[config.mk]
export PLATFORM = sky130hd
export DESIGN_NAME = wall_bounce_tracker_flat
export DESIGN_NICKNAME = d
export VERILOG_FILES = /design/src/rtl/wall_bounce_tracker_if.sv /design/src/rtl/wall_bounce_tracker.sv /design/src/flat_wrapper.sv
export SDC_FILE = /design/constraint.sdc
export NUM_CORES = 1
export LEC_CHECK = 0
export BUFFER_PORTS_ARGS = -buffer_cell sky130_fd_sc_hd__buf_4
export CAP_MARGIN = 20
export CORE_MARGIN = 1
export CORE_UTILIZATION = 45
export CTS_BUF_LIST = sky130_fd_sc_hd__clkbuf_2 sky130_fd_sc_hd__clkbuf_4 sky130_fd_sc_hd__clkbuf_8
export DETAILED_ROUTE_END_ITERATION = 12
export PLACE_DENSITY = 0.68
export SLEW_MARGIN = 5
export SYNTH_ARGS = -nofsm -noshare
export SYNTH_HDL_FRONTEND = slang
export SYNTH_SLANG_ARGS = --single-unit
[constraint.sdc]
create_clock -name Clk -period 3.17 [get_ports Clk]
set_input_delay 0.7925 -clock Clk [delete_from_list [all_inputs] [get_ports Clk]]
set_output_delay 0.7925 -clock Clk [all_outputs]
set_load 0.03 [all_outputs]
[src/rtl/wall_bounce_tracker_if.sv]
// Object position in, wall-contact flags and bounce requests out, for wall_bounce_tracker.
// The motion block drives the master side; the tracker implements the slave side.
interface wall_bounce_tracker_if #(
    parameter int W     = 10,
    parameter int CNT_W = 3
);
    logic             frame_tick;
    logic             arm;
    logic [W-1:0]     objectX;
    logic [W-1:0]     objectY;
    logic [W-1:0]     objectS;
    logic             isWallTop;
    logic             isWallBottom;
    logic             isWallLeft;
    logic             isWallRight;
    logic             bounce_x;
    logic             bounce_y;
    logic [CNT_W-1:0] bounce_count;
    logic             in_contact;
    logic             expired;

    modport master (
        output frame_tick, arm, objectX, objectY, objectS,
        input  isWallTop, isWallBottom, isWallLeft, isWallRight,
        input  bounce_x, bounce_y, bounce_count, in_contact, expired
    );

    modport slave (
        input  frame_tick, arm, objectX, objectY, objectS,
        output isWallTop, isWallBottom, isWallLeft, isWallRight,
        output bounce_x, bounce_y, bounce_count, in_contact, expired
    );
endinterface

[src/rtl/wall_bounce_tracker.sv]
// Frame-synchronous arena-wall contact tracker: flags, per-axis bounce pulses, bounce count, expiry.
// Optional macro WALL_LEGACY_PRIORITY_EN: one flag per evaluation, priority bottom > top > left > right.
module wall_bounce_tracker #(
    parameter int W           = 10,
    parameter int LEFT        = 20,
    parameter int RIGHT       = 635,
    parameter int TOP         = 20,
    parameter int BOTTOM      = 470,
    parameter int MAX_BOUNCES = 5,
    parameter int CNT_W       = 3
) (
    input  logic                  Clk,
    input  logic                  Reset,
    wall_bounce_tracker_if.slave  bus
);

    typedef enum logic [1:0] {
        ST_IDLE    = 2'd0,
        ST_FREE    = 2'd1,
        ST_CONTACT = 2'd2,
        ST_EXPIRED = 2'd3
    } state_t;

    localparam logic [W:0] LEFT_C   = (W+1)'(LEFT);
    localparam logic [W:0] RIGHT_C  = (W+1)'(RIGHT);
    localparam logic [W:0] TOP_C    = (W+1)'(TOP);
    localparam logic [W:0] BOTTOM_C = (W+1)'(BOTTOM);

    // Mask order {top, bottom, left, right}; W+1-bit sums so S > Y reads as top contact, not a wrap.
    function automatic logic [3:0] contact_mask(input logic [W-1:0] x, input logic [W-1:0] y,
                                                input logic [W-1:0] s);
        logic t, b, l, r;
        b = ({1'b0, y} + {1'b0, s}) >= BOTTOM_C;
        r = ({1'b0, x} + {1'b0, s}) >= RIGHT_C;
        t = {1'b0, y} <= (TOP_C + {1'b0, s});
        l = {1'b0, x} <= (LEFT_C + {1'b0, s});
`ifdef WALL_LEGACY_PRIORITY_EN
        if (b) begin
            contact_mask = 4'b0100;
        end else if (t) begin
            contact_mask = 4'b1000;
        end else if (l) begin
            contact_mask = 4'b0010;
        end else if (r) begin
            contact_mask = 4'b0001;
        end else begin
            contact_mask = 4'b0000;
        end
`else
        contact_mask = {t, b, l, r};
`endif
    endfunction

    state_t           state_q, state_d;
    logic [3:0]       flags_q, flags_d;
    logic             prev_x_q, prev_x_d;
    logic             prev_y_q, prev_y_d;
    logic             bounce_x_q, bounce_x_d;
    logic             bounce_y_q, bounce_y_d;
    logic [CNT_W-1:0] count_q, count_d;
    logic             in_contact_q, in_contact_d;
    logic             expired_q, expired_d;

    logic [3:0]       mask_s;
    logic             axis_x_s, axis_y_s, new_x_s, new_y_s, new_any_s;
    logic             eval_s, expire_s;
    logic [CNT_W:0]   count_inc_s;
    logic [CNT_W-1:0] count_sat_s;

    assign mask_s      = contact_mask(bus.objectX, bus.objectY, bus.objectS);
    assign axis_x_s    = mask_s[1] | mask_s[0];
    assign axis_y_s    = mask_s[3] | mask_s[2];
    assign new_x_s     = axis_x_s & ~prev_x_q;
    assign new_y_s     = axis_y_s & ~prev_y_q;
    assign new_any_s   = new_x_s | new_y_s;
    assign count_inc_s = {1'b0, count_q} + {{CNT_W{1'b0}}, 1'b1};
    assign count_sat_s = (&count_q) ? count_q : count_inc_s[CNT_W-1:0];
    assign expire_s    = (MAX_BOUNCES != 0) && (int'(count_inc_s) == MAX_BOUNCES);
    assign eval_s      = bus.frame_tick & ~bus.arm &
                         ((state_q == ST_FREE) || (state_q == ST_CONTACT));

    // Next-state and output decode; arm overrides any evaluation in the same cycle.
    always_comb begin
        state_d    = state_q;
        flags_d    = flags_q;
        prev_x_d   = prev_x_q;
        prev_y_d   = prev_y_q;
        bounce_x_d = 1'b0;
        bounce_y_d = 1'b0;
        count_d    = count_q;
        if (bus.arm) begin
            state_d  = ST_FREE;
            flags_d  = 4'b0000;
            prev_x_d = 1'b0;
            prev_y_d = 1'b0;
            count_d  = {CNT_W{1'b0}};
        end else if (eval_s) begin
            flags_d    = mask_s;
            prev_x_d   = axis_x_s;
            prev_y_d   = axis_y_s;
            bounce_x_d = new_x_s;
            bounce_y_d = new_y_s;
            if (new_any_s) begin
                count_d = count_sat_s;
                state_d = expire_s ? ST_EXPIRED : ST_CONTACT;
            end else if (axis_x_s | axis_y_s) begin
                state_d = state_q;
            end else begin
                state_d = ST_FREE;
            end
        end else begin
            state_d = state_q;
        end
        in_contact_d = (state_d == ST_CONTACT);
        expired_d    = (state_d == ST_EXPIRED);
    end

    // State and registered outputs.
    always_ff @(posedge Clk or posedge Reset) begin
        if (Reset) begin
            state_q      <= ST_IDLE;
            flags_q      <= 4'b0000;
            prev_x_q     <= 1'b0;
            prev_y_q     <= 1'b0;
            bounce_x_q   <= 1'b0;
            bounce_y_q   <= 1'b0;
            count_q      <= {CNT_W{1'b0}};
            in_contact_q <= 1'b0;
            expired_q    <= 1'b0;
        end else begin
            state_q      <= state_d;
            flags_q      <= flags_d;
            prev_x_q     <= prev_x_d;
            prev_y_q     <= prev_y_d;
            bounce_x_q   <= bounce_x_d;
            bounce_y_q   <= bounce_y_d;
            count_q      <= count_d;
            in_contact_q <= in_contact_d;
            expired_q    <= expired_d;
        end
    end

    assign bus.isWallTop    = flags_q[3];
    assign bus.isWallBottom = flags_q[2];
    assign bus.isWallLeft   = flags_q[1];
    assign bus.isWallRight  = flags_q[0];
    assign bus.bounce_x     = bounce_x_q;
    assign bus.bounce_y     = bounce_y_q;
    assign bus.bounce_count = count_q;
    assign bus.in_contact   = in_contact_q;
    assign bus.expired      = expired_q;

endmodule

[src/flat_wrapper.sv]
// flat-port wrapper written by rule: the top's interface ports become plain ports
module wall_bounce_tracker_flat 
#(
    parameter int W           = 10,
    parameter int LEFT        = 20,
    parameter int RIGHT       = 635,
    parameter int TOP         = 20,
    parameter int BOTTOM      = 470,
    parameter int MAX_BOUNCES = 5,
    parameter int CNT_W       = 3
)
  (Clk, Reset, bus_frame_tick, bus_arm, bus_objectX, bus_objectY, bus_objectS, bus_isWallTop, bus_isWallBottom, bus_isWallLeft, bus_isWallRight, bus_bounce_x, bus_bounce_y, bus_bounce_count, bus_in_contact, bus_expired);
  wall_bounce_tracker_if #(.W(W), .CNT_W(CNT_W)) bus_i ();
  input  logic Clk;
  input  logic Reset;
  input wire logic [$bits(bus_i.frame_tick)-1:0] bus_frame_tick;
  input wire logic [$bits(bus_i.arm)-1:0] bus_arm;
  input wire logic [$bits(bus_i.objectX)-1:0] bus_objectX;
  input wire logic [$bits(bus_i.objectY)-1:0] bus_objectY;
  input wire logic [$bits(bus_i.objectS)-1:0] bus_objectS;
  output wire logic [$bits(bus_i.isWallTop)-1:0] bus_isWallTop;
  output wire logic [$bits(bus_i.isWallBottom)-1:0] bus_isWallBottom;
  output wire logic [$bits(bus_i.isWallLeft)-1:0] bus_isWallLeft;
  output wire logic [$bits(bus_i.isWallRight)-1:0] bus_isWallRight;
  output wire logic [$bits(bus_i.bounce_x)-1:0] bus_bounce_x;
  output wire logic [$bits(bus_i.bounce_y)-1:0] bus_bounce_y;
  output wire logic [$bits(bus_i.bounce_count)-1:0] bus_bounce_count;
  output wire logic [$bits(bus_i.in_contact)-1:0] bus_in_contact;
  output wire logic [$bits(bus_i.expired)-1:0] bus_expired;
  assign bus_i.frame_tick = bus_frame_tick;
  assign bus_i.arm = bus_arm;
  assign bus_i.objectX = bus_objectX;
  assign bus_i.objectY = bus_objectY;
  assign bus_i.objectS = bus_objectS;
  assign bus_isWallTop = bus_i.isWallTop;
  assign bus_isWallBottom = bus_i.isWallBottom;
  assign bus_isWallLeft = bus_i.isWallLeft;
  assign bus_isWallRight = bus_i.isWallRight;
  assign bus_bounce_x = bus_i.bounce_x;
  assign bus_bounce_y = bus_i.bounce_y;
  assign bus_bounce_count = bus_i.bounce_count;
  assign bus_in_contact = bus_i.in_contact;
  assign bus_expired = bus_i.expired;
  wall_bounce_tracker #(.W(W), .LEFT(LEFT), .RIGHT(RIGHT), .TOP(TOP), .BOTTOM(BOTTOM), .MAX_BOUNCES(MAX_BOUNCES), .CNT_W(CNT_W)) u_core (.Clk(Clk), .Reset(Reset), .bus(bus_i));
endmodule
* After elaboration in Yosys (flattened, before gate mapping) *
Index checks and enable logic that the tools add are counted.

storage, ports and cells
  flip-flop bits (word level) = 15
  input bits = 34

cells by class
  $add $sub $neg = 4
  $lt $le $gt $ge = 4
  eq/ne operators = 6
  muxes and demuxes = 19
  bitwise logic cells = 11
  reductions and logical operators = 5

operators by type and width
  cell                     count
  $add A10 B10 Y11         2
  $le A10 B11 Y1           2
  $mux W3                  4
  $add A5 B10 Y11 const A  1
  $ge A11 B10 Y1 const B   1
  $ge A11 B9 Y1 const B    1
  $mux W1                  9
  $mux W2                  4
  $mux W4                  2
  $eq A2 B2 Y1 const B     3
  $reduce_and A3 Y1        2
  $add A3 B1 Y4 const B    1
  $and A1 B1 Y1            4
  $eq A4 B4 Y1 const B     1
  $or A1 B1 Y1             4
  $reduce_bool A2 Y1       2
  $not A1 Y1               3
  $eq A2 B1 Y1 const B     1
  $ne A2 B2 Y1 const B     1
  $logic_or A1 B1 Y1       1

* Logic depth before layout (Yosys ltp) *
  depth after elaboration = 9
  depth in mapped cells = 14

* Least setup slack after synthesis *
No wires, ideal clock.

  kind = input-to-reg
  start = input bus_objectS[2]
  end = register u_core.count_q[1] (netlist: u_core.bus.bounce_count[1])
  data arrival time = 3270 ps
  data required time = 3045 ps
  slack = -225 ps
  stages on the path = 12
  buffers on the path = 0
  path through = ha_1 > o21ai_0 > xor2_1 > ha_1 > a2111oi_0 > a211oi_1 > o21ai_0 > a211o_1 > nand3b_1 > a22oi_2 > or3_4 > mux2_4

on the way
  word-level cells in the longest chain between the ends = 7
  elaborated cells between the ends (all ways) = 14
  those cells by class = 3 x add/sub; 4 x order compare; 5 x bitwise; 2 x reduce/logical

RTL lines
  element                                        line                                                  RTL
  start: declaration                             flat_wrapper.sv:20                                    input wire logic [$bits(bus_i.objectS)-1:0] bus_objectS;
  $add A5 B10 Y11, or another cell as far along  wall_bounce_tracker.sv:35, wall_bounce_tracker.sv:36
  $le A10 B11 Y1, or another cell as far along   wall_bounce_tracker.sv:36                             l = {1'b0, x} <= (LEFT_C + {1'b0, s});
  $or A1 B1 Y1 (on tied branches)                wall_bounce_tracker.sv:71, wall_bounce_tracker.sv:72
  $and A1 B1 Y1 (on tied branches)               wall_bounce_tracker.sv:73, wall_bounce_tracker.sv:74
  $or A1 B1 Y1 *                                 wall_bounce_tracker.sv:75                             assign new_any_s = new_x_s | new_y_s;
  $reduce_bool A2 Y1 (no source line) *          -
  $reduce_and A3 Y1 (no source line) *           -
  end signal: assignment                         wall_bounce_tracker.sv:127                            count_q <= {CNT_W{1'b0}};
  end signal: assignment                         wall_bounce_tracker.sv:137                            count_q <= count_d;
  end: declaration                               wall_bounce_tracker.sv:60                             logic [CNT_W-1:0] count_q, count_d;

Mark *: on every way between the ends. The rest lies on a longest branch, timed or not.
A chain may end at the register's enable or synchronous reset.

* Worst setup path after layout *
  start = input bus_objectS[3]
  end = register u_core.count_q[2] (netlist: u_core.bus.bounce_count[2])

The elaborated chain is that of the path after synthesis.

==> flow_summary.json <==
{
  "crit_type": "in2reg",
  "dieArea_um2": 5180,
  "diodes": 0,
  "yosys-top-cells-area": "ha_1 (24%), dfrtp_1 (17%), a21oi_1 (3.6%), xor2_1 (3.6%), inv_1 (3.4%)",
  "synth_top_area_share_pct": 23.8,
  "synth_top_area_cell": "ha_1",
  "avgSynthCellArea_um2": 8.48,
  "tns_ps": -457,
  "fillers": 363,
  "slew_violations": 0,
  "hold_buffers": 0,
  "p_per_area_nw_per_um2": 339,
  "grt_max_degree": 16,
  "postRouteAntennaNets": 0,
  "clockBufferDepth": 2,
  "critPathCaptureType": "register",
  "start_util_pct": 46.7,
  "rsz0062_at_grt": "true",
  "core_area_um2": 4720,
  "post-place-ws_ps": -549,
  "gr-total-overflow": 0,
  "async_flop_share_pct": 100,
  "multi_input_area_um2": 1970,
  "die_height_um": 72.0,
  "power_frac_clock_pct": 13.7,
  "synth_warnings": 0,
  "drc": 0,
  "required_ps": 3300,
  "synth-seq-cells": 15,
  "max_slew_margin_pct": 63.5,
  "grtUsageTotal_pct": 25.1,
  "timing.fmax_mhz": 303,
  "ys.flop_type": "dfrtp_1",
  "drive_above_1_share_pct": 42.9,
  "grt_pass1_vias": 2472,
  "synth_fp_nets": 338,
  "vias": 2396,
  "synth_cell_type_count": 57,
  "seqPwrFrac_pct": 23.2,
  "port_buffers": 44,
  "internal-power_mw": 0.700,
  "rows": 25,
  "syn_to_final_growth_pct": 56.9,
  "ir_drop_mv": 0.246,
  "p_sw_share_pct": 40.2,
  "skew_ps": 0.518,
  "net-switching-power_mw": 0.471,
  "gp_congestion": 0.864,
  "dpl.hpwl_um": 5120,
  "cts_tree": "done",
  "drtIter0Drc": 126,
  "drv_cap": 0,
  "seqCellArea_um2": 375,
  "clock_latency_ps": 240,
  "antenna_found_initial": 0,
  "grt_pass1_wl_um": 10600,
  "worstMarginPinSlew_ps": 547,
  "syn_area_um2": 2200,
  "cts.sinks": 15,
  "drtPass1Iterations": 4,
  "htreeDepth": 1,
  "synthCells": 260,
  "vias_per_cell": 5.42,
  "finish.net_count": 454,
  "fin_crit_sh_pct": 104,
  "clk_pin_slew_worst_paths_ps": 60,
  "status": "finished with violations",
  "violations": "negative setup slack",
  "combPwrFrac_pct": 63.0,
  "start_kind": "primary input",
  "wl_per_cell_um": 14.0,
  "seq_area_frac_synth_pct": 17.0,
  "hold_viol": 0,
  "path_max_fanout": 4,
  "setup_viol": 5,
  "synth_edf_count": 0,
  "fin_ws_ps": -127,
  "crit_arrival_ps": 3430,
  "finalWirelength_um": 6200,
  "cts_buffers": 3,
  "p_leak_nw": 1.65,
  "hold_class": "reg2reg",
  "min_period_ps": 3300,
  "clockRootBuffer": "clkbuf_8",
  "io_pins": 45,
  "die_w_um": 72.0
}
final cells by class:
class / instances / share of cell area [%]
multi-input combinational: 223 / 57.1
timing repair buffer: 113 / 26.0
sequential: 15 / 10.8
tap: 67 / 2.42
inverter: 20 / 2.28
clock buffer: 4 / 1.41
layout by cell type (no fill, tap or decap), types with 3 or more instances in the layout:
cell | netlist | layout
mux2_4 | 2 | 3
buf_6 | 0 | 6
nor3_1 | 7 | 7
inv_1 | 20 | 18
buf_4 | 0 | 104
nand2_1 | 16 | 16
ha_1 | 42 | 35
a211oi_1 | 5 | 3
a21oi_1 | 16 | 14
o21ai_1 | 1 | 3
xnor2_1 | 6 | 6
clkbuf_8 | 0 | 3
nor2_1 | 20 | 19
o21ai_0 | 15 | 11
nand3_1 | 6 | 6
nand2b_1 | 5 | 4
a22o_1 | 3 | 3
a21o_1 | 4 | 4
xor2_1 | 9 | 8
dfrtp_1 | 15 | 15
nor4_1 | 4 | 3
nand4_1 | 8 | 8
nor2b_1 | 4 | 4
ha_4 | 0 | 6
what timing repair did:
action                     4_1_cts  5_1_grt
gates resized for setup         25        7
buffers inserted                 4        3
setup endpoints to repair        7        7
pin swaps                       24        5
worst max-delay path, stage by stage:
cell and delay, ps:
buf_12 110, buf_4 130, ha_4 240, and2_4 150
a221o_1 350, or4_4 490, o211ai_2 110, nand4_4 120
nand3_2 120, a22oi_2 90, or3_4 410, mux2_4 310
state kept, by name, indices dropped and copies added, names as in the netlist:
signal,flops
u_core.bus.in_contact,1
u_core.state_q,2
u_core.bus.bounce_x,1
u_core.bus.expired,1
u_core.prev_y_q,1
u_core.flags_q,4
u_core.bus.bounce_count,3
u_core.prev_x_q,1
u_core.bus.bounce_y,1
cell families (layout without fill, tap and decap cells):
logic type	count (synthesis)	in the layout	share of synthesized area, %
and+or+nand+nor	88	88	22.3
DFF	15	15	17.0
buffers and inverters	22	137	3.75
adders and majority gates	44	44	25.7
AOI/OAI and AO/OA	71	71	22.5
muxes	5	5	2.78
xor gates and xnor gates	15	15	5.96
stage by stage:
| stage | utilization, % | hold slack, ps | cell area [µm²] | total power [mW] | std cells |
|---|---|---|---|---|---|
| 2_1_floorplan | - | 436 | 2320 | 0.673 | 260 |
| 3_3_place_gp | 67.8 | 465 | 3200 | 0.937 | 432 |
| 3_5_place_dp | 67.8 | 465 | 3200 | 0.956 | 432 |
| 4_1_cts | 72.1 | 506 | 3400 | 1.15 | 439 |
| 5_1_grt | 73.2 | 509 | 3460 | 1.26 | 442 |
| 6_report | 73.2 | 501 | 3460 | 1.17 | 442 |
routing by layer:
| metal | vias to the layer above | share of wire [%] | global-route usage (%) |
|---|---|---|---|
| met3 | 5 | 3.1 | 1.11 |
| met5 | - | 0 | 0 |
| met2 | 55 | 53 | 48.7 |
| met1 | 1123 | 44 | 30.0 |
| met4 | 0 | 0.50 | 6.10 |
| li1 | 1213 | - | - |
worst paths after layout:
kind / startpoint / slack, ps / to / cells after the start
setup reg to reg: u_core.state_q[0] / 1400 / u_core.bus.bounce_count[2] / 4
max in group asynchronous: Reset / 2220 / u_core.bus.bounce_count[1] / 2
setup / recovery: bus_objectS[3] / -130 / u_core.bus.bounce_count[2] / 12
hold reg to reg: u_core.prev_x_q / 500 / u_core.bus.bounce_x / 1
hold / removal: u_core.prev_x_q / 500 / u_core.bus.bounce_x / 1
min in group asynchronous: Reset / 590 / u_core.flags_q[2] / 2
power groups by stage:
stage               Clock, mW  Sequential [mW]  Combinational, mW
finish                  0.161            0.272              0.738
global route            0.172            0.276              0.808
CTS                     0.161            0.272              0.719
detailed placement          0            0.274              0.682
global placement            0            0.272              0.665
floorplan                   0            0.328              0.345
cell usage after synthesis, types with 3 or more instances:
master,number
xnor2_1,6
o21ai_0,15
inv_1,20
nand4_1,8
a21o_1,4
o32ai_1,3
nor3_1,7
nor4_1,4
nand2_1,16
a21oi_1,16
nor2_1,20
xor2_1,9
a22o_1,3
ha_1,42
nor2b_1,4
nand3_1,6
a221oi_1,4
dfrtp_1,15
nand2b_1,5
a211oi_1,5
Power figures use the tool's default switching activity.
